## src/rtl/flash_insn_fetch.sv

```systemverilog
// flash_insn_fetch
//   Fetches 16-bit Gigatron instructions from an 8-bit parallel flash, two
//   byte reads per word (low byte first), and hands them to the CPU with a
//   ready flag. A one-word prefetch of addr+1 lets straight-line code be
//   delivered one edge after the request.
//
// Ports
//   CLOCK_50    in   system clock, all logic on posedge
//   reset       in   asynchronous, active-high reset
//   fetch_req   in   one-cycle request strobe, sampled only while busy=0
//   fetch_addr  in   [15:0] word address, sampled with fetch_req
//   insn        out  [15:0] fetched instruction {hi, lo}, valid while insn_rdy=1
//   insn_rdy    out  insn valid for the last accepted request
//   busy        out  demand fetch in progress; fetch_req is ignored
//   FL_ADDR     out  [21:0] flash byte address
//   FL_DQ       in   [7:0] flash data
//   FL_CE_N     out  flash chip enable, active low
//   FL_OE_N     out  flash output enable, active low
//
// Handshake: a request is accepted on the edge where fetch_req=1 and busy=0.
// That edge clears insn_rdy. insn_rdy then rises when the word is available
// and stays high, with insn stable, until the next accepted request.
module flash_insn_fetch #(
    parameter int unsigned WAIT_CYCLES = 5,
    parameter logic [21:0] ROM_BASE    = 22'h0,
    parameter bit          PREFETCH    = 1'b1
) (
    input  logic        CLOCK_50,
    input  logic        reset,
    input  logic        fetch_req,
    input  logic [15:0] fetch_addr,
    output logic [15:0] insn,
    output logic        insn_rdy,
    output logic        busy,
    output logic [21:0] FL_ADDR,
    input  logic [7:0]  FL_DQ,
    output logic        FL_CE_N,
    output logic        FL_OE_N
);

    localparam int CW = $clog2(WAIT_CYCLES + 1);

    typedef enum logic [2:0] {
        S_IDLE  = 3'd0,
        S_LO    = 3'd1,
        S_HI    = 3'd2,
        S_PF_LO = 3'd3,
        S_PF_HI = 3'd4
    } state_t;

    state_t        state;
    state_t        state_nxt;
    logic [CW-1:0] cnt;
    logic          cnt_done;
    logic          accept;
    logic          hit;
    logic          hit_pend;
    logic [15:0]   req_addr;
    logic [15:0]   pf_addr;
    logic [15:0]   pf_data;
    logic          pf_valid;
    logic [7:0]    lo_byte;

    function automatic logic [21:0] byte_addr(input logic [15:0] word, input logic b);
        return ROM_BASE + {5'd0, word, b};
    endfunction

    // cnt is 1 on the edge after an address is driven, so cnt==WAIT_CYCLES
    // marks the edge on which the byte has been held for WAIT_CYCLES cycles.
    assign cnt_done = (cnt == CW'(WAIT_CYCLES));
    assign accept   = fetch_req && !busy;
    // pf_valid is only ever set in IDLE, so a request landing on an
    // in-flight prefetch is a miss and restarts from byte 0.
    assign hit      = accept && pf_valid && (fetch_addr == pf_addr);

    // State register
    always_ff @(posedge CLOCK_50 or posedge reset) begin
        if (reset) state <= S_IDLE;
        else       state <= state_nxt;
    end

    // Next-state logic
    always_comb begin
        state_nxt = state;
        case (state)
            S_IDLE: begin
                if (accept) state_nxt = hit ? (PREFETCH ? S_PF_LO : S_IDLE) : S_LO;
            end
            S_LO: begin
                if (cnt_done) state_nxt = S_HI;
            end
            S_HI: begin
                if (cnt_done) state_nxt = PREFETCH ? S_PF_LO : S_IDLE;
            end
            S_PF_LO: begin
                if (accept)        state_nxt = S_LO;
                else if (cnt_done) state_nxt = S_PF_HI;
            end
            S_PF_HI: begin
                if (accept)        state_nxt = S_LO;
                else if (cnt_done) state_nxt = S_IDLE;
            end
            default: state_nxt = S_IDLE;
        endcase
    end

    // Output logic
    always_comb begin
        busy = (state == S_LO) || (state == S_HI);
    end

    // Datapath: flash address, byte capture, prefetch buffer, insn/insn_rdy
    always_ff @(posedge CLOCK_50 or posedge reset) begin
        if (reset) begin
            insn     <= 16'h0;
            insn_rdy <= 1'b0;
            FL_ADDR  <= 22'h0;
            FL_CE_N  <= 1'b1;
            FL_OE_N  <= 1'b1;
            cnt      <= '0;
            hit_pend <= 1'b0;
            req_addr <= 16'h0;
            pf_addr  <= 16'h0;
            pf_data  <= 16'h0;
            pf_valid <= 1'b0;
            lo_byte  <= 8'h0;
        end else begin
            // Read-only device: permanently selected once out of reset.
            FL_CE_N  <= 1'b0;
            FL_OE_N  <= 1'b0;
            hit_pend <= 1'b0;
            // A hit presents its word one edge after acceptance.
            if (hit_pend) insn_rdy <= 1'b1;

            if (accept) begin
                insn_rdy <= 1'b0;
                pf_valid <= 1'b0;
                cnt      <= CW'(1);
                if (hit) begin
                    insn     <= pf_data;
                    hit_pend <= 1'b1;
                    if (PREFETCH) begin
                        pf_addr <= fetch_addr + 16'd1;
                        FL_ADDR <= byte_addr(fetch_addr + 16'd1, 1'b0);
                    end
                end else begin
                    req_addr <= fetch_addr;
                    FL_ADDR  <= byte_addr(fetch_addr, 1'b0);
                end
            end else begin
                case (state)
                    S_LO: begin
                        if (cnt_done) begin
                            lo_byte <= FL_DQ;
                            FL_ADDR <= byte_addr(req_addr, 1'b1);
                            cnt     <= CW'(1);
                        end else begin
                            cnt <= cnt + CW'(1);
                        end
                    end
                    S_HI: begin
                        if (cnt_done) begin
                            insn     <= {FL_DQ, lo_byte};
                            insn_rdy <= 1'b1;
                            cnt      <= CW'(1);
                            if (PREFETCH) begin
                                pf_addr <= req_addr + 16'd1;
                                FL_ADDR <= byte_addr(req_addr + 16'd1, 1'b0);
                            end
                        end else begin
                            cnt <= cnt + CW'(1);
                        end
                    end
                    S_PF_LO: begin
                        if (cnt_done) begin
                            lo_byte <= FL_DQ;
                            FL_ADDR <= byte_addr(pf_addr, 1'b1);
                            cnt     <= CW'(1);
                        end else begin
                            cnt <= cnt + CW'(1);
                        end
                    end
                    S_PF_HI: begin
                        if (cnt_done) begin
                            pf_data  <= {FL_DQ, lo_byte};
                            pf_valid <= 1'b1;
                            cnt      <= CW'(1);
                        end else begin
                            cnt <= cnt + CW'(1);
                        end
                    end
                    default: ;
                endcase
            end
        end
    end

endmodule

```

## config.mk

```make
export PLATFORM = sky130hd
export DESIGN_NAME = flash_insn_fetch
export DESIGN_NICKNAME = d
export VERILOG_FILES = /design/src/rtl/flash_insn_fetch.sv
export SDC_FILE = /design/constraint.sdc
export NUM_CORES = 1
export LEC_CHECK = 0
export BUFFER_PORTS_ARGS = -buffer_cell sky130_fd_sc_hd__buf_2
export CAP_MARGIN = 20
export CORE_UTILIZATION = 40
export DETAILED_ROUTE_END_ITERATION = 12
export GPL_TIMING_DRIVEN = 1
export HOLD_SLACK_MARGIN = 0.06
export PLACE_DENSITY_LB_ADDON = 0.25
export SYNTH_ARGS = -nofsm -noshare
export SYNTH_HDL_FRONTEND = slang
export SYNTH_SLANG_ARGS = --single-unit
```

## constraint.sdc

```tcl
create_clock -name CLOCK_50 -period 5.85 [get_ports CLOCK_50]
set_clock_uncertainty 0.2 [all_clocks]
set_input_delay 0.2925 -clock CLOCK_50 [delete_from_list [all_inputs] [get_ports CLOCK_50]]
set_output_delay 0.2925 -clock CLOCK_50 [all_outputs]
set_load 0.05 [all_outputs]
```

==> results_tabular.tex, run 1 <==
\begin{tabular}{lr}
\hline
Metric & Value \\
\hline
\multicolumn{2}{l}{\textbf{Clocking}} \\
\quad Bufs on Longest Clock Path & 2 \\
\quad Clock latency on the worst-skew pair & $\sim$0.36 ns \\
\quad Clock buffers created by TritonCTS & 9 \\
\quad Reg clk slew, reported paths & around 0.070 ns \\
\quad CTS root buffer & sky130\_fd\_sc\_hd\_\_clkbuf\_16 \\
\quad CTS tree & done \\
\quad Maximum level of the CTS H-tree & 3 \\
\quad Number of sinks on the clock net & 99 \\
\multicolumn{2}{l}{\textbf{Placed design}} \\
\quad PortBufs & 63 \\
\quad Post-detail-place hpwl & between 10 and 15 mm \\
\quad Number of instances in the placed design & 803 \\
\quad GP Congestion & $\sim$0.9 \\
\multicolumn{2}{l}{\textbf{STA}} \\
\quad Unrepaired setup endpoints after global routing & false \\
\quad Max-Slew Margin vs Limit & between 30\% and 40\% \\
\quad Final setup violating endpoints & 0 \\
\quad Clock period minus worst slack & 3.53 ns \\
\quad Post-route worst hold slack & approximately 0.073 ns \\
\quad Achievable Freq & approximately 280 MHz \\
\quad Final-layout setup total negative slack & 0 ns \\
\quad Final count of pins violating max slew & 0 \\
\quad Least-Margin Pin Slew & between 0.9 and 1 ns \\
\quad Final Cycle Share & 60.3\% \\
\quad Final hold viol count & 0 \\
\multicolumn{2}{l}{\textbf{Yosys}} \\
\quad Number of enable-type register cells in the synthesized netlist & 0 \\
\quad Cells after synthesis & $\sim$600 \\
\quad Synthesized flop and latch total & between 90 and 100 \\
\quad Proportion of synthesized flip-flops having asynchronous set or reset & 100\% \\
\quad Number of distinct standard cells referenced by the synthesized netlist & 65 \\
\quad Syn Area/Cell & just under 10 µm² \\
\quad Synth Flop Type & sky130\_fd\_sc\_hd\_\_dfrtp\_1 \\
\quad Proportion of synthesized chip area in sequential cells & around 43\% \\
\quad Synthesized area & 0.00580 mm² \\
\quad Yosys warning total & 0 \\
\multicolumn{2}{l}{\textbf{Pwr}} \\
\quad Power Internal & 1830 µW \\
\quad Clock power share & 19.0\% \\
\quad Leakage power summed over all cells & 0.00300 µW \\
\quad Worst voltage drop across the vdd grid & between 200 and 250 µV \\
\quad Power Total & 3420 µW \\
\quad Switching share of power & between 40\% and 50\% \\
\quad Power per unit of standard cell area & 518 mW/mm² \\
\quad Switching pwr & about 1600 µW \\
\quad Sequential share of power & between 30\% and 40\% \\
\quad Gate power share & about 46\% \\
\multicolumn{2}{l}{\textbf{Global routing}} \\
\quad Number of antenna violations at the first check in global routing & 0 \\
\quad Pin count of the biggest net entering global routing & 59 \\
\quad Overall Global Routing Usage & between 20 and 25\% \\
\quad Global-route congestion overflow total & 0 \\
\quad Via count of the first global-routing pass & 4727 \\
\quad Global-route wire length before repair & around 25 mm \\
\multicolumn{2}{l}{\textbf{Floorplanning}} \\
\quad Die boundary width & $\sim$120 µm \\
\quad Area enclosed by the die boundary & around 0.015 mm² \\
\quad Initial cell density of the core & between 40\% and 50\% \\
\quad Core region area & about 0.014 mm² \\
\quad Rows & 43 \\
\quad Vertical extent of the die & between 100 and 150 µm \\
\quad Top-level I/O count & 69 \\
\multicolumn{2}{l}{\textbf{Critical path}} \\
\quad Most common cell type on the critical path & sky130\_fd\_sc\_hd\_\_nand2\_1 \\
\quad Worst-path cell chain & clkinv\_1 -> nand2\_1 -> nor2\_1 -> a21oi\_4 -> buf\_4 -> nand2\_1 -> o21ai\_0 \\
\quad Type of the worst setup path & reg -> reg \\
\quad Crit end category & flip-flop \\
\quad Required time at the worst-slack endpoint & $\sim$5.9 ns \\
\quad Buffers plus inverters on the worst setup path & 2 \\
\quad Worst Path Arrival & between 3 and 4 ns \\
\quad Family with the most delay on the worst path & buffers and inverters \\
\quad Crit-path max FO & 38 \\
\quad Critical path launch point type & flip-flop \\
\quad Worst path slowest cell & sky130\_fd\_sc\_hd\_\_dfrtp\_1 \\
\quad Delay of the slowest critical-path stage & slightly below 1 ns \\
\multicolumn{2}{l}{\textbf{Hold path}} \\
\quad Hold/Removal Path Class & in -> reg \\
\multicolumn{2}{l}{\textbf{Detailed routing}} \\
\quad Average via count per standard cell & around 5.7 \\
\quad Mean routed wirelength per cell & between 15 and 20 µm \\
\quad Count of routing violations after the opening detailed-route iteration & approximately 460 \\
\quad Total via count after detailed routing & 4755 \\
\quad Wire length reported by the detailed router & around 15 mm \\
\quad Remaining DRCs & 0 \\
\quad Count of antenna-violating nets left after detailed routing & 0 \\
\quad 1st-pass router iterations & 5 \\
\multicolumn{2}{l}{\textbf{Finish}} \\
\quad ANT cells & 0 \\
\quad Final core utilization & between 40\% and 50\% \\
\quad Layout fillers & roughly 1300 \\
\quad Share of post-route cells with drive strength above 1 & 20.4\% \\
\quad Area overhead of the layout relative to synthesis & 13.7\% \\
\quad Number of standard cells in the final layout excluding fillers & approximately 830 \\
\quad Number of nets in the layout & around 680 \\
\multicolumn{2}{l}{\textbf{Flow run}} \\
\quad Max-cap violation count & 0 \\
\multicolumn{2}{l}{\textbf{Outcome}} \\
\quad Status & completed \\
\hline
\end{tabular}
-- power groups by stage --
stage	clock [µW]	sequential, µW	combinational (µW)
after floorplan	0	1430	939
after global placement	0	1200	1510
after detailed placement	0	1210	1540
after CTS	662	1200	1560
after global routing	683	1240	1690
final	648	1210	1560
-- stage by stage --
stage / setup slack (ns) / cell area (µm²)
after CTS: 2.42 / 6600
after global routing: 2.01 / 6600
final: 2.32 / 6600
after global placement: 2.59 / 6130
after floorplan: 2.77 / 5820
after detailed placement: 2.42 / 6130
-- layer usage --
layer  global-route usage [%]  wire length (µm)
met5                        0                 0
met4                     10.1               458
met3                     5.34              1100
met2                     33.7              7080
met1                     28.5              6720
-- final cells by class --
type | count | area (µm²) | share of cell area, %
clock inverter | 7 | 103 | 1.56
inverter | 9 | 36.3 | 0.550
clock buffer | 9 | 225 | 3.41
multi-input combinational | 445 | 3020 | 45.8
tap | 180 | 225 | 3.41
sequential | 99 | 2480 | 37.6
timing repair buffer | 84 | 508 | 7.70
-- sequential cells by signal, indices dropped and copies added, names as in the netlist --
signal and count:
pf_valid 1, insn_rdy 1, pf_data 16, req_addr 16, hit_pend 1, FL_ADDR 17, pf_addr 16, insn 16
cnt 3, lo_byte 8, FL_OE_N 1, state 3
-- synth_stat cells, types with 9 or more instances --
cell type	number	area share (%)
sky130_fd_sc_hd__dfrtp_1	98	42
sky130_fd_sc_hd__nand2_1	65	4.2
sky130_fd_sc_hd__o21ai_0	56	4.8
sky130_fd_sc_hd__xor2_1	37	5.6
sky130_fd_sc_hd__nor2_1	33	2.1
sky130_fd_sc_hd__a21oi_1	27	2.3
sky130_fd_sc_hd__mux2_2	27	5.2
sky130_fd_sc_hd__nand3_1	23	2.0
sky130_fd_sc_hd__clkbuf_1	22	1.4
sky130_fd_sc_hd__mux2i_1	22	3.8
sky130_fd_sc_hd__xnor2_1	22	3.3
sky130_fd_sc_hd__and3_1	16	1.7
sky130_fd_sc_hd__buf_2	16	1.4
sky130_fd_sc_hd__mux2_4	9	2.3
-- cells in the final DEF, fill, tap and decap left out, types with 3 or more instances in the layout --
| master | count |
|---|---|
| sky130_fd_sc_hd__dfrtp_1 | 98 |
| sky130_fd_sc_hd__nand2_1 | 65 |
| sky130_fd_sc_hd__buf_2 | 63 |
| sky130_fd_sc_hd__o21ai_0 | 56 |
| sky130_fd_sc_hd__xor2_1 | 37 |
| sky130_fd_sc_hd__nor2_1 | 33 |
| sky130_fd_sc_hd__mux2_2 | 27 |
| sky130_fd_sc_hd__a21oi_1 | 27 |
| sky130_fd_sc_hd__nand3_1 | 23 |
| sky130_fd_sc_hd__xnor2_1 | 22 |
| sky130_fd_sc_hd__mux2i_1 | 22 |
| sky130_fd_sc_hd__and3_1 | 16 |
| sky130_fd_sc_hd__dlygate4sd3_1 | 14 |
| sky130_fd_sc_hd__mux2_4 | 9 |
| sky130_fd_sc_hd__clkbuf_16 | 9 |
| sky130_fd_sc_hd__nand4_1 | 8 |
| sky130_fd_sc_hd__nor3_1 | 8 |
| sky130_fd_sc_hd__nor2b_1 | 8 |
| sky130_fd_sc_hd__inv_1 | 7 |
| sky130_fd_sc_hd__o22ai_1 | 7 |
| sky130_fd_sc_hd__buf_4 | 7 |
| sky130_fd_sc_hd__conb_1 | 6 |
| sky130_fd_sc_hd__and4_1 | 5 |
| sky130_fd_sc_hd__mux2_1 | 5 |
| sky130_fd_sc_hd__a221oi_1 | 5 |
| sky130_fd_sc_hd__a22oi_1 | 5 |
| sky130_fd_sc_hd__a211oi_1 | 4 |
| sky130_fd_sc_hd__o21a_1 | 3 |
| sky130_fd_sc_hd__o221ai_1 | 3 |
-- kinds of logic after synthesis --
| logic type | count (synthesis) | synth area share (%) |
|---|---|---|
| other | 1 | 0.0647 |
| adders and majority gates | 2 | 0.432 |
| xor gates and xnor gates | 59 | 8.91 |
| and+or+nand+nor | 184 | 16.1 |
| buffers and inverters | 63 | 5.63 |
| AOI/OAI and AO/OA | 131 | 13.7 |
| DFF | 99 | 42.7 |
| muxes | 63 | 12.3 |
-- what timing repair did --
action | CTS | global route
hold endpoints to repair | 65 | 0
setup buffers | 0 | 0
resized for setup | 0 | 0
hold buffers | 14 | 0
endpoints found under the setup margin | 0 | 0
-- final timing paths --
| check | start | end | slack, ns | depth (start not counted) |
|---|---|---|---|---|
| worst max register to register | state[0] | insn[7] | 2.32 | 7 |
| max in group asynchronous | reset | cnt[1] | 4.00 | 4 |
| worst min-delay path | fetch_addr[1] | req_addr[1] | 0.07 | 2 |
| worst max-delay path | state[0] | insn[7] | 2.32 | 7 |
| worst min register to register | insn[3] | insn[3] | 0.29 | 2 |
| min in group asynchronous | reset | pf_addr[1] | 0.34 | 3 |
Note: power is estimated with default switching activity, not from simulation.
==> inputs of run 2 (changes only) <==
- ABC_AREA: unset -> 1
- clock period: 5.85 -> 3.08 ns (I/O delays scaled with it)
==> results_tabular.tex, run 2 <==
\begin{tabular}{lr}
\hline
Metric & Value \\
\hline
\multicolumn{2}{l}{\textbf{Floorplanning}} \\
\quad Rows & 44 (+2.3\%) \\
\quad Top-level I/O count & 69 (unchanged) \\
\quad Vertical extent of the die & 125 µm (+1.9\%) \\
\quad Initial cell density of the core & 41.3\% (-0.19 points) \\
\quad Die boundary width & 125 µm (+1.9\%) \\
\quad Area enclosed by the die boundary & 0.0155 mm² (+3.8\%) \\
\quad Core region area & 0.0146 mm² (+4.3\%) \\
\multicolumn{2}{l}{\textbf{Pwr}} \\
\quad Clock power share & 15.2\% (-3.8 points) \\
\quad Sequential share of power & 29.9\% (-5.5 points) \\
\quad Switching share of power & 51.7\% (+5.2 points) \\
\quad Switching pwr & 3880 µW (+140\%) \\
\quad Worst voltage drop across the vdd grid & 600 µV (+170\%) \\
\quad Power Internal & 3620 µW (+98\%) \\
\quad Power per unit of standard cell area & 1080 mW/mm² (+110\%) \\
\quad Gate power share & 55.0\% (+9.4 points) \\
\quad Leakage power summed over all cells & 0.00347 µW (+16\%) \\
\multicolumn{2}{l}{\textbf{Yosys}} \\
\quad Top cells by area, synth & sky130\_fd\_sc\_hd\_\_dfrtp\_1, sky130\_fd\_sc\_hd\_\_nand2\_1, sky130\_fd\_sc\_hd\_\_nor2\_1, sky130\_fd\_sc\_hd\_\_inv\_1, sky130\_fd\_sc\_hd\_\_nand3\_1 \\
\quad Mux contribution to synthesized area & 1.50\% (-11 points) \\
\quad Proportion of synthesized chip area in sequential cells & 41.2\% (-1.6 points) \\
\quad Xor and xnor area share after synthesis & 2.33\% (-6.6 points) \\
\quad Cell type with the largest total area after synthesis & sky130\_fd\_sc\_hd\_\_dfrtp\_1 \\
\quad Top cell types by occurrence after synthesis & sky130\_fd\_sc\_hd\_\_nand2\_1, sky130\_fd\_sc\_hd\_\_nor2\_1, sky130\_fd\_sc\_hd\_\_dfrtp\_1, sky130\_fd\_sc\_hd\_\_inv\_1, sky130\_fd\_sc\_hd\_\_nand3\_1 \\
\quad Synthesized flop and latch total & 99 (unchanged) \\
\quad Synthesized area & 0.00602 mm² (+3.8\%) \\
\quad Area share of fa/ha/maj cells after synthesis & 0.416\% (-0.016 points) \\
\quad Basic-gate share of the synthesized area counting and, or, nand and nor cells & 30.5\% (+14 points) \\
\quad Largest family of logic cells by synthesized area & simple AND/OR/NAND/NOR gates \\
\quad Cells after synthesis & 802 (+33\%) \\
\quad Number of distinct standard cells referenced by the synthesized netlist & 44 (-32\%) \\
\quad Most common cell in the synthesized netlist & sky130\_fd\_sc\_hd\_\_nand2\_1 \\
\quad Number of enable-type register cells in the synthesized netlist & 0 (unchanged) \\
\quad Proportion of synthesized flip-flops having asynchronous set or reset & 100\% (unchanged) \\
\quad Synth Flop Type & sky130\_fd\_sc\_hd\_\_dfrtp\_1 \\
\quad Yosys warning total & 0 (unchanged) \\
\quad Top-area cell type share of the netlist area & 40.7\% (-1.6 points) \\
\quad Share of the synthesized area in compound gates (AO/OA/AOI/OAI) & 14.7\% (+1.0 points) \\
\quad Syn Area/Cell & 7.51 µm² (-22\%) \\
\multicolumn{2}{l}{\textbf{Clocking}} \\
\quad Clock latency on the worst-skew pair & 0.36 ns (about the same) \\
\quad CTS tree & done \\
\quad Number of setup buffers added after CTS & 0 (unchanged) \\
\quad Bufs on Longest Clock Path & 2 (unchanged) \\
\quad CTS root buffer & sky130\_fd\_sc\_hd\_\_clkbuf\_16 \\
\quad Clock buffers created by TritonCTS & 9 (unchanged) \\
\quad Maximum level of the CTS H-tree & 3 (unchanged) \\
\quad Reg clk slew, reported paths & 0.07 ns (about the same) \\
\quad Number of sinks on the clock net & 99 (unchanged) \\
\multicolumn{2}{l}{\textbf{Finish}} \\
\quad Most common cell after layout, fill and taps aside & sky130\_fd\_sc\_hd\_\_nand2\_1 \\
\quad Area overhead of the layout relative to synthesis & 15.5\% \\
\quad Most flops, register & FL\_ADDR \\
\quad ANT cells & 0 (unchanged) \\
\quad Max FFs per register & 17 (unchanged) \\
\quad Number of nets in the layout & 908 (+34\%) \\
\quad Final core utilization & 47.7\% (+0.53 points) \\
\quad Share of post-route cells with drive strength above 1 & 17.9\% (-2.5 points) \\
\quad Highest-count cells in the layout ignoring fill and taps & sky130\_fd\_sc\_hd\_\_nand2\_1, sky130\_fd\_sc\_hd\_\_nor2\_1, sky130\_fd\_sc\_hd\_\_dfrtp\_1 \\
\multicolumn{2}{l}{\textbf{Critical path}} \\
\quad Critical path launch point type & input port \\
\quad Worst path slowest cell & sky130\_fd\_sc\_hd\_\_dlygate4sd3\_1 \\
\quad Worst-path cell chain & dlygate4sd3\_1 -> buf\_2 -> xnor2\_1 -> nand3\_1 -> nor2\_2 -> nand3\_4 -> buf\_4 -> nand2\_4 -> inv\_2 -> o21ai\_0 \\
\quad Crit-path max FO & 16 (-58\%) \\
\quad Delay of the slowest critical-path stage & 0.54 ns (-0.44 ns) \\
\quad Required time at the worst-slack endpoint & 3.16 ns (-2.76 ns) \\
\quad Crit end category & flip-flop \\
\quad Type of the worst setup path & in -> reg \\
\quad Worst reg2reg setup slack & 0.58 ns (-1.74 ns) \\
\quad Worst Path Arrival & 2.58 ns (-1.02 ns) \\
\multicolumn{2}{l}{\textbf{Global routing}} \\
\quad Number of antenna violations at the first check in global routing & 0 (unchanged) \\
\quad Overall Global Routing Usage & 23.3\% (+1.6 points) \\
\quad Global-route congestion overflow total & 0 (unchanged) \\
\quad Met1 Usage GRT & 33.6\% (+5.1 points) \\
\quad Global-route wire length before repair & 28.4 mm (+15\%) \\
\quad Via count of the first global-routing pass & 5354 (+13\%) \\
\quad Pin count of the biggest net entering global routing & 65 (+10\%) \\
\quad Global-route layer with the greatest usage & met2 \\
\quad Global routing usage on met2 & 34.9\% (+1.2 points) \\
\quad GR met3 Demand/Resource & 4.98\% (-0.36 points) \\
\multicolumn{2}{l}{\textbf{Detailed routing}} \\
\quad Mean routed wirelength per cell & 16.3 µm (-12\%) \\
\quad 1st-pass router iterations & 5 (unchanged) \\
\quad Remaining DRCs & 0 (unchanged) \\
\quad Total via count after detailed routing & 5556 (+17\%) \\
\quad Count of antenna-violating nets left after detailed routing & 0 (unchanged) \\
\quad Average via count per standard cell & 5.21 (-8.8\%) \\
\quad Count of routing violations after the opening detailed-route iteration & 579 (+26\%) \\
\quad Wire length reported by the detailed router & 17.3 mm (+13\%) \\
\multicolumn{2}{l}{\textbf{Flow run}} \\
\quad Max-cap violation count & 0 (unchanged) \\
\multicolumn{2}{l}{\textbf{STA}} \\
\quad Unrepaired setup endpoints after global routing & false \\
\quad Final count of pins violating max slew & 0 (unchanged) \\
\quad Final setup violating endpoints & 0 (unchanged) \\
\quad Least-Margin Pin Slew & 0.717 ns (-0.273 ns) \\
\quad Max-Slew Margin vs Limit & 51.8\% (+18 points) \\
\quad Final-layout setup total negative slack & 0 ns (unchanged) \\
\quad Final hold viol count & 0 (unchanged) \\
\quad Final Cycle Share & around four fifths \\
\quad Achievable Freq & 399 MHz \\
\quad Clock period minus worst slack & $\sim$2.5 ns \\
\multicolumn{2}{l}{\textbf{Hold path}} \\
\quad Hold/Removal Path Class & in -> reg \\
\multicolumn{2}{l}{\textbf{Outcome}} \\
\quad Status & completed \\
\multicolumn{2}{l}{\textbf{Placed design}} \\
\quad GP Congestion & 0.923 (-0.14\%) \\
\quad PortBufs & 63 (unchanged) \\
\quad Post-detail-place hpwl & 12.3 mm (+19\%) \\
\hline
\end{tabular}
[run 2: power groups by stage]
stage | registers (µW) | clock network, µW | logic, µW
final | 2240 | 1140 | 4120
after global routing | 2300 | 1210 | 4550
after CTS | 2230 | 1150 | 4110
after detailed placement | 2250 | 0 | 4070
after global placement | 2240 | 0 | 4040
after floorplan | 2910 | 0 | 2340
[run 2: what timing repair did]
item | in CTS | in global routing
hold endpoints to repair | 91 | 0
hold buffers | 22 | 0
gates resized for setup | 0 | 0
[run 2: area by class of cell]
type	count	area, µm²
clock buffer	10	239
clock inverter	5	46.3
fill	1436	7630
inverter	92	348
multi-input combinational	583	3000
sequential	99	2480
tap	184	230
timing repair buffer	94	616
[run 2: cell families after synthesis]
logic type / count (synthesis)
AO/OA/AOI/OAI: 121
XOR/XNOR: 16
adder cells (fa/ha/maj): 2
buffers and inverters: 125
flip-flops: 99
multiplexers: 8
other: 1
AND/OR/NAND/NOR: 430
[run 2: per-layer routing]
metal | up-vias | share of wire, % | routed length (µm)
li1 | 2741 | - | -
met1 | 2565 | 47 | 8200
met2 | 221 | 43 | 7530
met3 | 29 | 7.4 | 1290
met4 | 0 | 1.9 | 329
met5 | - | 0 | 0
[run 2: worst max-delay path, delay by kind of cell]
| family | cells | cell delay [ns] |
|---|---|---|
| buffers and inverters | 4 | 1.14 |
| AO/OA/AOI/OAI | 1 | 0.24 |
| AND/OR/NAND/NOR | 4 | 0.76 |
| XOR/XNOR | 1 | 0.27 |
[run 2: per-stage QoR]
step / power [µW] / cell area (µm²) / setup WS [ns] / hold WS (ns) / std cells
3_3_place_gp: 6280 / 6450 / 0.712 / 0.0956 / 1030
4_1_cts: 7490 / 6960 / 0.622 / 0.0738 / 1067
5_1_grt: 8070 / 6960 / 0.370 / 0.115 / 1067
3_5_place_dp: 6320 / 6450 / 0.633 / 0.102 / 1030
6_report: 7500 / 6960 / 0.575 / 0.0835 / 1067
2_1_floorplan: 5250 / 6040 / 0.137 / 0.0516 / 807
[run 2: final timing paths]
path / from / end / cells past startpoint
worst max-delay path: fetch_addr[12] / req_addr[15] / 10
worst max register to register: state[1] / req_addr[15] / 10
min in group asynchronous: reset / cnt[0] / 3
max in group asynchronous: reset / FL_ADDR[2] / 4
worst min-delay path: fetch_addr[2] / FL_ADDR[3] / 5
worst min register to register: FL_ADDR[9] / FL_ADDR[9] / 2
==> inputs of run 3 (changes only) <==
- clock period: 3.08 -> 2.2 ns (I/O delays scaled with it)
==> results_tabular.tex, run 3 (same netlist as run 2, synthesis figures left out) <==
\begin{tabular}{lr}
\hline
Metric & Value \\
\hline
\multicolumn{2}{l}{\textbf{Detailed routing}} \\
\quad Count of antenna-violating nets left after detailed routing & 0 (unchanged) \\
\quad Routed met1 length & 8.05 mm (-1.7\%) \\
\quad Wire length reported by the detailed router & 17.7 mm (+2.1\%) \\
\quad Count of routing violations after the opening detailed-route iteration & 493 (-15\%) \\
\quad Total via count after detailed routing & 5806 (+4.5\%) \\
\quad Remaining DRCs & 0 (unchanged) \\
\quad Met3 routed wirelength & 1.36 mm (+5.7\%) \\
\quad Mean routed wirelength per cell & 15.9 µm (-2.1\%) \\
\quad Highest metal layer with signal wires & met4 \\
\quad Routed met2 length & 7.92 mm (+5.1\%) \\
\quad Average via count per standard cell & 5.22 (+0.18\%) \\
\quad 1st-pass router iterations & 5 (unchanged) \\
\multicolumn{2}{l}{\textbf{STA}} \\
\quad Final Cycle Share & slightly below 100\% \\
\quad Final hold viol count & 0 (unchanged) \\
\quad Final setup violating endpoints & 0 (unchanged) \\
\quad Clock period minus worst slack & 2.13 ns \\
\quad Final count of pins violating max slew & 0 (unchanged) \\
\quad Achievable Freq & 470 MHz \\
\quad Final worst-path setup slack & 0.0732 ns (-0.501 ns) \\
\quad Max-Slew Margin vs Limit & 63.2\% (+11 points) \\
\quad Least-Margin Pin Slew & 0.551 ns (-0.166 ns) \\
\quad Unrepaired setup endpoints after global routing & true \\
\multicolumn{2}{l}{\textbf{Finish}} \\
\quad Highest-count cells in the layout ignoring fill and taps & sky130\_fd\_sc\_hd\_\_nand2\_1, sky130\_fd\_sc\_hd\_\_nor2\_1, sky130\_fd\_sc\_hd\_\_dfrtp\_1 \\
\quad Share of post-route cells with drive strength above 1 & 22.3\% (+4.4 points) \\
\quad Max FFs per register & 17 (unchanged) \\
\quad Final core utilization & 51.0\% (+3.3 points) \\
\quad Most flops, register & FL\_ADDR \\
\quad Area overhead of the layout relative to synthesis & 23.6\% \\
\quad Most common cell after layout, fill and taps aside & sky130\_fd\_sc\_hd\_\_nand2\_1 \\
\quad ANT cells & 0 (unchanged) \\
\quad Number of standard cells in the final layout excluding fillers & 1113 (+4.3\%) \\
\quad Number of nets in the layout & 953 (+5.0\%) \\
\multicolumn{2}{l}{\textbf{Pwr}} \\
\quad Worst voltage drop across the vdd grid & 867 µV (+44\%) \\
\quad Leakage power summed over all cells & 0.00372 µW (+7.2\%) \\
\quad Power per unit of standard cell area & 1470 mW/mm² (+36\%) \\
\quad Power Total & 10900 µW (+46\%) \\
\multicolumn{2}{l}{\textbf{Clocking}} \\
\quad Maximum level of the CTS H-tree & 3 (unchanged) \\
\quad Clock latency on the worst-skew pair & 0.36 ns (about the same) \\
\quad CTS tree & done \\
\quad Clock buffers created by TritonCTS & 9 (unchanged) \\
\quad Number of sinks on the clock net & 99 (unchanged) \\
\quad Bufs on Longest Clock Path & 2 (unchanged) \\
\quad Reg clk slew, reported paths & 0.07 ns (about the same) \\
\quad CTS root buffer & sky130\_fd\_sc\_hd\_\_clkbuf\_16 \\
\multicolumn{2}{l}{\textbf{Placed design}} \\
\quad Post-placement worst setup slack & 0.0372 ns (-0.596 ns) \\
\quad GP Congestion & 0.993 (+7.6\%) \\
\quad Number of instances in the placed design & 1070 (+3.9\%) \\
\quad Post-detail-place hpwl & 12.8 mm (+4.0\%) \\
\quad PortBufs & 63 (unchanged) \\
\multicolumn{2}{l}{\textbf{Floorplanning}} \\
\quad Core region area & 0.0146 mm² (unchanged) \\
\quad Top-level I/O count & 69 (unchanged) \\
\quad Vertical extent of the die & 125 µm (unchanged) \\
\quad Rows & 44 (unchanged) \\
\quad Area enclosed by the die boundary & 0.0155 mm² (unchanged) \\
\quad Initial cell density of the core & 41.3\% (unchanged) \\
\quad Die boundary width & 125 µm (unchanged) \\
\multicolumn{2}{l}{\textbf{Global routing}} \\
\quad Number of antenna violations at the first check in global routing & 0 (unchanged) \\
\quad Pin count of the biggest net entering global routing & 100 (+54\%) \\
\quad Via count of the first global-routing pass & 5434 (+1.5\%) \\
\quad Overall Global Routing Usage & 23.2\% (-0.082 points) \\
\quad Global-route wire length before repair & 28.2 mm (-0.85\%) \\
\quad Global-route congestion overflow total & 0 (unchanged) \\
\multicolumn{2}{l}{\textbf{Critical path}} \\
\quad Type of the worst setup path & in -> reg \\
\quad Critical path launch point type & input port \\
\quad Crit-path max FO & 5 (-11) \\
\quad Worst-path cell chain & dlygate4sd3\_1 -> buf\_2 -> buf\_4 -> ha\_2 -> nand2\_1 -> nor3\_1 -> buf\_4 -> nand3\_1 -> nand2\_1 -> nand2\_1 -> nand3\_1 -> nand3\_1 -> nand2\_1 -> nand2\_1 \\
\quad Family with the most delay on the worst path & buffers and inverters \\
\quad Delay of the slowest critical-path stage & 0.53 ns (about the same) \\
\quad Buffers plus inverters on the worst setup path & 4 (unchanged) \\
\quad Worst Path Arrival & 2.18 ns (-0.40 ns) \\
\quad Required time at the worst-slack endpoint & 2.26 ns (-0.90 ns) \\
\quad Worst path slowest cell & sky130\_fd\_sc\_hd\_\_dlygate4sd3\_1 \\
\quad Crit end category & flip-flop \\
\quad Most common cell type on the critical path & sky130\_fd\_sc\_hd\_\_nand2\_1 \\
\multicolumn{2}{l}{\textbf{Outcome}} \\
\quad Status & completed \\
\multicolumn{2}{l}{\textbf{Hold path}} \\
\quad Hold/Removal Path Class & in -> reg \\
\multicolumn{2}{l}{\textbf{Flow run}} \\
\quad Max-cap violation count & 0 (unchanged) \\
\hline
\end{tabular}
run 3: path summary, 6_finish.rpt:
| check | slack (ns) | cells past startpoint | end | from |
|---|---|---|---|---|
| setup / recovery | 0.07 | 14 | FL_ADDR[15] | fetch_addr[0] |
| hold / removal | 0.09 | 5 | FL_ADDR[6] | fetch_addr[5] |
| setup reg to reg | 0.12 | 10 | FL_ADDR[15] | state[0] |
| hold reg to reg | 0.28 | 2 | FL_ADDR[0] | FL_ADDR[0] |
| max in group asynchronous | 1.15 | 4 | pf_addr[2] | reset |
| min in group asynchronous | 0.25 | 4 | insn[8] | reset |
run 3: layer usage:
metal / GRT usage, % / vias up
met5: 0 / -
met4: 9.64 / 0
met3: 3.57 / 26
met2: 35.3 / 240
met1: 32.9 / 2710
li1: - / 2830
run 3: final cells by class:
cell class                 count  area (µm²)
fill                        1391        7150
inverter                      92         352
tap                          184         230
timing repair buffer         138        1040
multi-input combinational    584        3040
clock inverter                 6        67.6
sequential                    99        2480
clock buffer                  10         239
run 3: per-stage QoR:
step | hold WS, ns | setup TNS (ns) | area [µm²]
after floorplan | 0.00757 | 0 | 6040
after global placement | 0.116 | 0 | 6810
after detailed placement | 0.118 | 0 | 6810
after CTS | 0.0630 | 0 | 7360
after global routing | 0.108 | -0.00389 | 7440
final | 0.0921 | 0 | 7440
run 3: repair_timing:
item | CTS | global route
resized for setup | 0 | 18
hold endpoints to repair | 157 | 0
setup endpoints to repair | 0 | 67
hold buffers | 24 | 0
buffers inserted | 0 | 2
run 3: worst reg2reg max path: stages (launching register included):
cell	delay (ns)
sky130_fd_sc_hd__dfrtp_1	0.42
sky130_fd_sc_hd__inv_1	0.06
sky130_fd_sc_hd__nand2_1	0.07
sky130_fd_sc_hd__nand3_1	0.14
sky130_fd_sc_hd__nand2_4	0.11
sky130_fd_sc_hd__inv_1	0.21
sky130_fd_sc_hd__buf_4	0.31
sky130_fd_sc_hd__nand3_1	0.17
sky130_fd_sc_hd__nand3_1	0.18
sky130_fd_sc_hd__nand2_1	0.08
sky130_fd_sc_hd__nand2_1	0.07
run 3: power breakdown:
group | internal, µW | total, µW | switching [µW]
Clock | 832 | 1630 | 796
Combinational | 1990 | 6160 | 4170
Sequential | 2590 | 3130 | 542
Total | 5400 | 10900 | 5510
